===== src/rtl/countdown_pkg.sv =====
// ============================================================================
// Module      : countdown_pkg
// Description : Shared state encoding and field limits for the countdown timer.
// Revision    : 1.0 - initial release
// ============================================================================
`default_nettype none

package countdown_pkg;

  typedef enum logic [2:0] {
    ST_IDLE    = 3'd0,
    ST_SET     = 3'd1,
    ST_RUN     = 3'd2,
    ST_PAUSED  = 3'd3,
    ST_EXPIRED = 3'd4
  } state_t;

  localparam logic [7:0] SEC_MAX = 8'd59;
  localparam logic [7:0] MIN_MAX = 8'd59;
  localparam logic [7:0] HRS_MAX = 8'd23;

  function automatic logic time_is_zero(input logic [7:0] h, input logic [7:0] m,
                                        input logic [7:0] s);
    return (h == 8'd0) && (m == 8'd0) && (s == 8'd0);
  endfunction

endpackage

`default_nettype wire


===== src/rtl/countdown_timer_field.sv =====
// ============================================================================
// Module      : mod_down_field
// Description : One modulo time field with load/inc/dec/clear and borrow-out.
// Revision    : 1.0 - initial release
// ============================================================================
`default_nettype none

module mod_down_field (
  input  logic       clk,
  input  logic       rst,
  input  logic       clear,
  input  logic       load,
  input  logic [7:0] load_val,
  input  logic       inc,
  input  logic       dec,
  input  logic [7:0] maxval,
  output logic [7:0] value,
  output logic       borrow
);

  // Borrow is combinational so the whole chain settles within one edge.
  assign borrow = dec && (value == 8'd0);

  always_ff @(posedge clk) begin
    if (rst || clear) begin
      value <= 8'd0;
    end else if (load) begin
      value <= load_val;
    end else if (dec) begin
      value <= (value == 8'd0) ? maxval : value - 8'd1;
    end else if (inc) begin
      value <= (value >= maxval) ? 8'd0 : value + 8'd1;
    end
  end

endmodule

`default_nettype wire


===== src/rtl/countdown_timer.sv =====
// ============================================================================
// Module      : countdown_timer
// Description : H:M:S countdown timer with SET/RUN/PAUSED/EXPIRED control.
//               Define COUNTDOWN_BLINK_EN to make alarm_led blink on tick_en.
// Revision    : 1.0 - initial release
// ============================================================================
`default_nettype none

module countdown_timer
  import countdown_pkg::*;
#(
  parameter int unsigned TICKS_PER_SEC = 2
) (
  input  logic       CLK,
  input  logic       reset,
  input  logic       tick_en,
  input  logic       set_en,
  input  logic       set_hrs1min0,
  input  logic       inc,
  input  logic       start,
  input  logic       pause,
  input  logic       clear,
  output logic [7:0] sec,
  output logic [7:0] min,
  output logic [7:0] hrs,
  output logic       running,
  output logic       expired,
  output logic       alarm_led
);

  localparam logic [7:0] PRESC_LAST = 8'(TICKS_PER_SEC - 1);

  state_t     r_state;
  logic [7:0] r_presc;

  logic w_tick_run;
  logic w_dec;
  logic w_time_one;
  logic w_time_zero;
  logic w_expire_now;
  logic w_min_inc;
  logic w_hrs_inc;
  logic w_sec_borrow;
  logic w_min_borrow;
  logic w_hrs_borrow;

  assign w_time_zero  = time_is_zero(hrs, min, sec);
  assign w_time_one   = (hrs == 8'd0) && (min == 8'd0) && (sec == 8'd1);
  assign w_tick_run   = (r_state == ST_RUN) && tick_en;
  // Gating on a non-zero time keeps the count from ever wrapping below zero.
  assign w_dec        = w_tick_run && (r_presc == PRESC_LAST) && !w_time_zero;
  assign w_expire_now = w_dec && (w_time_one || w_hrs_borrow);
  assign w_min_inc    = (r_state == ST_SET) && inc && !set_hrs1min0;
  assign w_hrs_inc    = (r_state == ST_SET) && inc && set_hrs1min0;

  mod_down_field u_sec (
    .clk      (CLK),
    .rst      (reset),
    .clear    (clear),
    .load     (1'b0),
    .load_val (8'd0),
    .inc      (1'b0),
    .dec      (w_dec),
    .maxval   (SEC_MAX),
    .value    (sec),
    .borrow   (w_sec_borrow)
  );

  mod_down_field u_min (
    .clk      (CLK),
    .rst      (reset),
    .clear    (clear),
    .load     (1'b0),
    .load_val (8'd0),
    .inc      (w_min_inc),
    .dec      (w_sec_borrow),
    .maxval   (MIN_MAX),
    .value    (min),
    .borrow   (w_min_borrow)
  );

  mod_down_field u_hrs (
    .clk      (CLK),
    .rst      (reset),
    .clear    (clear),
    .load     (1'b0),
    .load_val (8'd0),
    .inc      (w_hrs_inc),
    .dec      (w_min_borrow),
    .maxval   (HRS_MAX),
    .value    (hrs),
    .borrow   (w_hrs_borrow)
  );

  // Prescaler only moves in RUN, so PAUSED keeps the tick phase intact.
  always_ff @(posedge CLK) begin
    if (reset || clear) begin
      r_presc <= 8'd0;
    end else if (w_tick_run) begin
      r_presc <= (r_presc == PRESC_LAST) ? 8'd0 : r_presc + 8'd1;
    end
  end

  always_ff @(posedge CLK) begin
    if (reset || clear) begin
      r_state   <= ST_IDLE;
      running   <= 1'b0;
      expired   <= 1'b0;
      alarm_led <= 1'b0;
    end else begin
      case (r_state)
        ST_IDLE: begin
          if (set_en) begin
            r_state <= ST_SET;
          end else if (start && !w_time_zero) begin
            r_state <= ST_RUN;
            running <= 1'b1;
          end
        end
        ST_SET: begin
          if (!set_en) begin
            r_state <= ST_IDLE;
          end
        end
        ST_RUN: begin
          // Expiry outranks pause so a zero time never sits in PAUSED.
          if (w_expire_now) begin
            r_state <= ST_EXPIRED;
            running <= 1'b0;
            expired <= 1'b1;
`ifdef COUNTDOWN_BLINK_EN
            alarm_led <= 1'b0;
`else
            alarm_led <= 1'b1;
`endif
          end else if (pause) begin
            r_state <= ST_PAUSED;
            running <= 1'b0;
          end
        end
        ST_PAUSED: begin
          if (start) begin
            r_state <= ST_RUN;
            running <= 1'b1;
          end
        end
        ST_EXPIRED: begin
`ifdef COUNTDOWN_BLINK_EN
          if (tick_en) begin
            alarm_led <= ~alarm_led;
          end
`else
          alarm_led <= 1'b1;
`endif
        end
        default: begin
          r_state   <= ST_IDLE;
          running   <= 1'b0;
          expired   <= 1'b0;
          alarm_led <= 1'b0;
        end
      endcase
    end
  end

endmodule

`default_nettype wire

===== config.mk =====
export PLATFORM = sky130hd
export DESIGN_NAME = countdown_timer
export DESIGN_NICKNAME = d
export VERILOG_FILES = /design/src/rtl/countdown_pkg.sv /design/src/rtl/countdown_timer_field.sv /design/src/rtl/countdown_timer.sv
export SDC_FILE = /design/constraint.sdc
export NUM_CORES = 1
export LEC_CHECK = 0
export ABC_AREA = 1
export CELL_PAD_IN_SITES_DETAIL_PLACEMENT = 1
export CELL_PAD_IN_SITES_GLOBAL_PLACEMENT = 2
export CORE_ASPECT_RATIO = 0.9
export CORE_MARGIN = 1.5
export CORE_UTILIZATION = 33
export CTS_BUF_LIST = sky130_fd_sc_hd__clkbuf_2 sky130_fd_sc_hd__clkbuf_4 sky130_fd_sc_hd__clkbuf_8
export CTS_CLUSTER_SIZE = 8
export DETAILED_ROUTE_END_ITERATION = 7
export GPL_TIMING_DRIVEN = 0
export PLACE_DENSITY_LB_ADDON = 0.1
export SYNTH_ARGS = -nofsm -noshare
export SYNTH_HDL_FRONTEND = slang
export SYNTH_SLANG_ARGS = --single-unit

===== constraint.sdc =====
create_clock -name CLK -period 5.1 [get_ports CLK]
set_clock_uncertainty 0.2 [all_clocks]
set_input_delay 1.02 -clock CLK [delete_from_list [all_inputs] [get_ports CLK]]
set_output_delay 1.02 -clock CLK [all_outputs]
set_load 0.02 [all_outputs]

# == Word-level counts from Yosys, hierarchy flattened ==
# Cells that the tools add are included.
# totals
register_bits,38
out_inout_bits,27
mem_count,0
mem_bits_ro,0
latchBits,0
ramBits,0
input_bits,9
wordCells,90
# classes
n_addsub,6
n_mul,0
magnitude_cmp,2
div_mod_pow,0
eq_ne,13
bitwise_logic,4
shift,0
reduce_logical,31
mux,26
# op_table
cell,count
$mux 8,10
$add 8x1->8 const B,3
$logic_not 8->1,3
$sub 8x1->8 const B,3
$mux 3,6
$eq 8x1->1 const B,2
$pmux 3 s5,1
$logic_and 1x1->1,14
$ne 2x2->1 const B,5
$reduce_and 5->1,2
$ge 8x5->1 const B,1
$ge 8x6->1 const B,1
$eq 3x2->1 const B,2
$mux 1,6
$ne 3x3->1 const B,2
$not 1->1,4
$pmux 1 s4,1
$reduce_and 2->1,2
$reduce_bool 2->1,2
$reduce_or 4->1,1
$eq 3x1->1 const B,1
$eq 3x3->1 const B,1
$logic_not 3->1,1
$pmux 1 s3,1
5 further kinds,7

# == Logic depth before layout (Yosys ltp) ==
# depth
depth_word,12
depth_mapped,13
depth_no_buf,13

# == Hierarchy ==
# From an unflattened synthesis, not the netlist that was laid out.
# unflattened
cells_unflattened,751
area_unflattened_um2,4347.9
# modules_own_cells
module,seq_area_each_um2,n_inst,area_per_inst_um2,cells_per_inst
mod_down_field,160.2,3,1146.1,203
countdown_timer,280.3,1,909.6,142

# == Least setup slack after synthesis ==
# No wires, ideal clock.
# synth_timing
kind,input port to flip-flop
start,input clear
end,register r_presc[5]
path_stages,5
n_path_buf,0
setup_time_ns,0.080
arrival_ns,1.908
required_ns,4.820
path_slack_ns,2.913
cell_sequence,nor2_1 -> inv_1 -> nor2_1 -> inv_1 -> nor3b_1
# synth_between
elab_chain_cells,1
# synth_rtl
element,line,source
from (decl),countdown_timer.sv:22,"input logic clear,"
$logic_or 1x1->1,countdown_timer.sv:97,if (reset || clear) begin
to (signal assigned),countdown_timer.sv:100,r_presc <= (r_presc == PRESC_LAST) ? 8'd0 : r_presc + 8'd1;
to (decl),countdown_timer.sv:34,logic [7:0] r_presc;
# Every way passes these cells.
# A chain may end at the register's enable or synchronous reset.

# == Worst setup path in the final report ==
# Same ends and word-level chain as after synthesis.

==> impl_metrics.json <==
{
  "run_status": "finished clean",
  "finalSetupTns_ps": 0,
  "pin_count": 36,
  "relSlewSlack_pct": 58.69,
  "dr.pass1.iters": 4,
  "worstPathCellList": "clkdlybuf4s50_1, nor2_1, inv_1, nor2_1, inv_1, nor3b_1",
  "required_ps": 5120,
  "core_area_sq_um": 7620,
  "post_cts_buffers": 0,
  "timing.rr.end": "u_hrs.value[7]$_SDFFE_PP0P_",
  "io_buffers": 35,
  "place.gp.congestion": 0.7803,
  "cts_tree": "yes",
  "r2r_cells": 10,
  "startpoint_type": "primary input",
  "syn_inst": 401,
  "netlist_area_sq_um": 2619,
  "ctsHoldBuffers": 0,
  "cts_root_buffer": "clkbuf_8",
  "reg2reg_slack_ps": 2940,
  "hold_depth": 2,
  "synth_cell_type_count": 36,
  "post-route-drc-count": 0,
  "total_power_mw": 0.6359,
  "nets": 462,
  "cp_max_fo": 7,
  "numCtsBuffers": 5,
  "grt_max_degree": 13,
  "cp.arrival_ps": 2950,
  "grt.total_usage_pct": 17.98,
  "diodes": 0,
  "routed_wl_microns": 7166,
  "vias": 2606,
  "timing.rr.start": "u_sec.value[0]$_SDFFE_PP0N_",
  "fmax_mhz": 341.3,
  "path_class": "in2reg",
  "drv_slew": 0,
  "clk_path_buf_depth": 2,
  "startpoint": "clear",
  "vias_per_cell": 4.826,
  "power.density_nw_per_um2": 198.8,
  "antenna_found_initial": 0,
  "drv_cap": 0,
  "grt_pass1_wl_microns": 12360,
  "min_period_ps": 2930,
  "h-tree-depth": 2,
  "holdPathEnd": "alarm_led$_SDFFE_PP0P_",
  "final-setup-viol-count": 0,
  "tightest_slew_ps": 619.6,
  "synth_warnings": 0,
  "synth_fp_nets": 420,
  "min_from": "alarm_led$_SDFFE_PP0P_",
  "cts_sinks": 38,
  "hold_viol": 0,
  "overflow": 0,
  "hpwl_microns": 5729,
  "area_growth_pct": 22.12,
  "synth_seq_cells": 38,
  "ctsResizeCount": 0,
  "fp.dieH_microns": 87.51,
  "nFillCells": 1000,
  "fin_crit_sh_pct": 57.45,
  "slowest_stage": "nor2_1",
  "drtAntennaViolNets": 0,
  "start_util_pct": 34.37,
  "power.leakage_nw": 1.432,
  "wl_per_cell_microns": 13.27,
  "grt_pass1_vias": 2555,
  "hold_class": "reg2reg",
  "cpPeakStageDelay_ps": 440,
  "max-vdd-ir-drop_uv": 87.18,
  "rows": 30,
  "rsz0062_at_grt": "no",
  "yosysSeqAreaShare_pct": 29.05,
  "drtIter0Drc": 61,
  "insertion_delay_ps": 300,
  "avgSynthCellArea_sq_um": 6.531,
  "drive_gt1_share_pct": 8.108,
  "endpoint_kind": "register",
  "die_area_sq_um": 8480,
  "clk_pin_slew_ps": 80,
  "dieWidth_microns": 96.90
}
==> critical path, delay by kind of cell <==
kind / cells / cell delay [ps]
and+or+nand+nor: 3 / 1030
buffers and inverters: 3 / 900
==> per-layer routing <==
metal  track usage [%]  up-vias  part of all wire (%)
met5                 0        -                     0
met4             4.348        0                  0.82
met3             2.809        5                   2.2
met2             30.39       26                    46
met1             24.29     1220                    51
li1                  -     1355                     -
==> kinds of logic (layout without fill, tap and decap cells) <==
family	after synthesis	after routing	synth area share [%]
fa+ha+maj	10	10	4.778
simple gates	207	207	37.55
xor+xnor	19	19	6.355
flops	38	38	29.05
compound gates	56	56	11.32
buf+inv	71	114	10.94
==> per-stage QoR <==
stage | setup slack (ps) | std cells | area, sq um | util (%) | hold WS (ps)
2_1_floorplan | 2913 | 401 | 2619 | - | 238.6
3_3_place_gp | 1789 | 532 | 3089 | 40.54 | 240.9
3_5_place_dp | 1781 | 532 | 3089 | 40.54 | 246.6
4_1_cts | 2098 | 540 | 3198 | 41.97 | 259.3
5_1_grt | 1899 | 540 | 3198 | 41.97 | 278.3
6_report | 2170 | 540 | 3198 | 41.97 | 253.0
==> cell usage after synthesis <==
cell	count	share of area (%)
a211oi_1	2	0.57
a21oi_1	29	5.5
a31o_2	1	0.33
a31oi_1	1	0.24
and2_1	1	0.24
buf_2	1	0.19
buf_4	1	0.29
buf_6	2	0.86
clkbuf_1	1	0.14
clkinv_1	1	0.14
dfxtp_1	38	29
ha_1	10	4.8
inv_1	61	8.7
inv_2	4	0.57
nand2_1	88	13
nand2_2	2	0.48
nand2_4	1	0.43
nand3_1	31	5.9
nand3_2	2	0.76
nand3_4	1	0.67
nand3b_1	1	0.29
nand4_1	9	2.1
nand4_2	1	0.48
nor2_1	50	7.2
nor2_2	3	0.72
nor2_4	7	3.0
nor2_8	1	0.76
nor3_1	7	1.3
nor3b_1	1	0.29
o21ai_0	20	3.8
o21bai_1	1	0.29
o22ai_1	1	0.24
o31ai_1	1	0.29
or2_2	1	0.24
xnor2_1	5	1.7
xor2_1	14	4.7
==> where the power goes <==
| group | switching [mW] | internal (mW) |
|---|---|---|
| Sequential | 0.00321 | 0.300 |
| Combinational | 0.0425 | 0.0259 |
| Clock | 0.120 | 0.144 |
==> cell usage in the layout (no fill, tap or decap), types with 2 or more instances in the layout <==
cell,n
a21oi_1,29
a211oi_1,2
ha_1,10
nor2_1,50
clkdlybuf4s50_1,35
nand3_1,31
inv_2,4
o21ai_0,20
inv_1,61
dfxtp_1,38
nor2_4,7
buf_6,2
nand2_2,2
xnor2_1,5
nand4_1,9
nand3_2,2
nor3_1,7
clkinv_2,2
xor2_1,14
nand2_1,88
nor2_2,3
clkbuf_8,5
==> sequential cells by signal, indices dropped and copies added (netlist names) <==
name / flops
r_presc: 8
u_hrs.value: 8
u_min.value: 8
u_sec.value: 8
r_state: 3
alarm_led: 1
expired: 1
running: 1
==> how the worst max path moves through the flow <==
stage                         endpoint  cells after the start
2_1_floorplan  r_presc[5]$_SDFFE_PP0P_                      5
3_3_place_gp   r_presc[5]$_SDFFE_PP0P_                      6
3_5_place_dp   r_presc[5]$_SDFFE_PP0P_                      6
4_1_cts        r_presc[5]$_SDFFE_PP0P_                      6
5_1_grt        r_presc[5]$_SDFFE_PP0P_                      6
6_report       r_presc[5]$_SDFFE_PP0P_                      6
==> layout make-up <==
class	instances	area, sq um	area share [%]
flip-flops and latches	38	760.7	23.79
clock inverters	3	40.04	1.252
well taps	96	120.1	3.756
multi-input cells	292	1572	49.14
clock buffers	5	68.82	2.152
plain buffers	5	38.79	1.213
repair buffers	35	350.3	10.95
inverters	66	247.7	7.746
No activity file was read; power rests on OpenSTA's default activity.
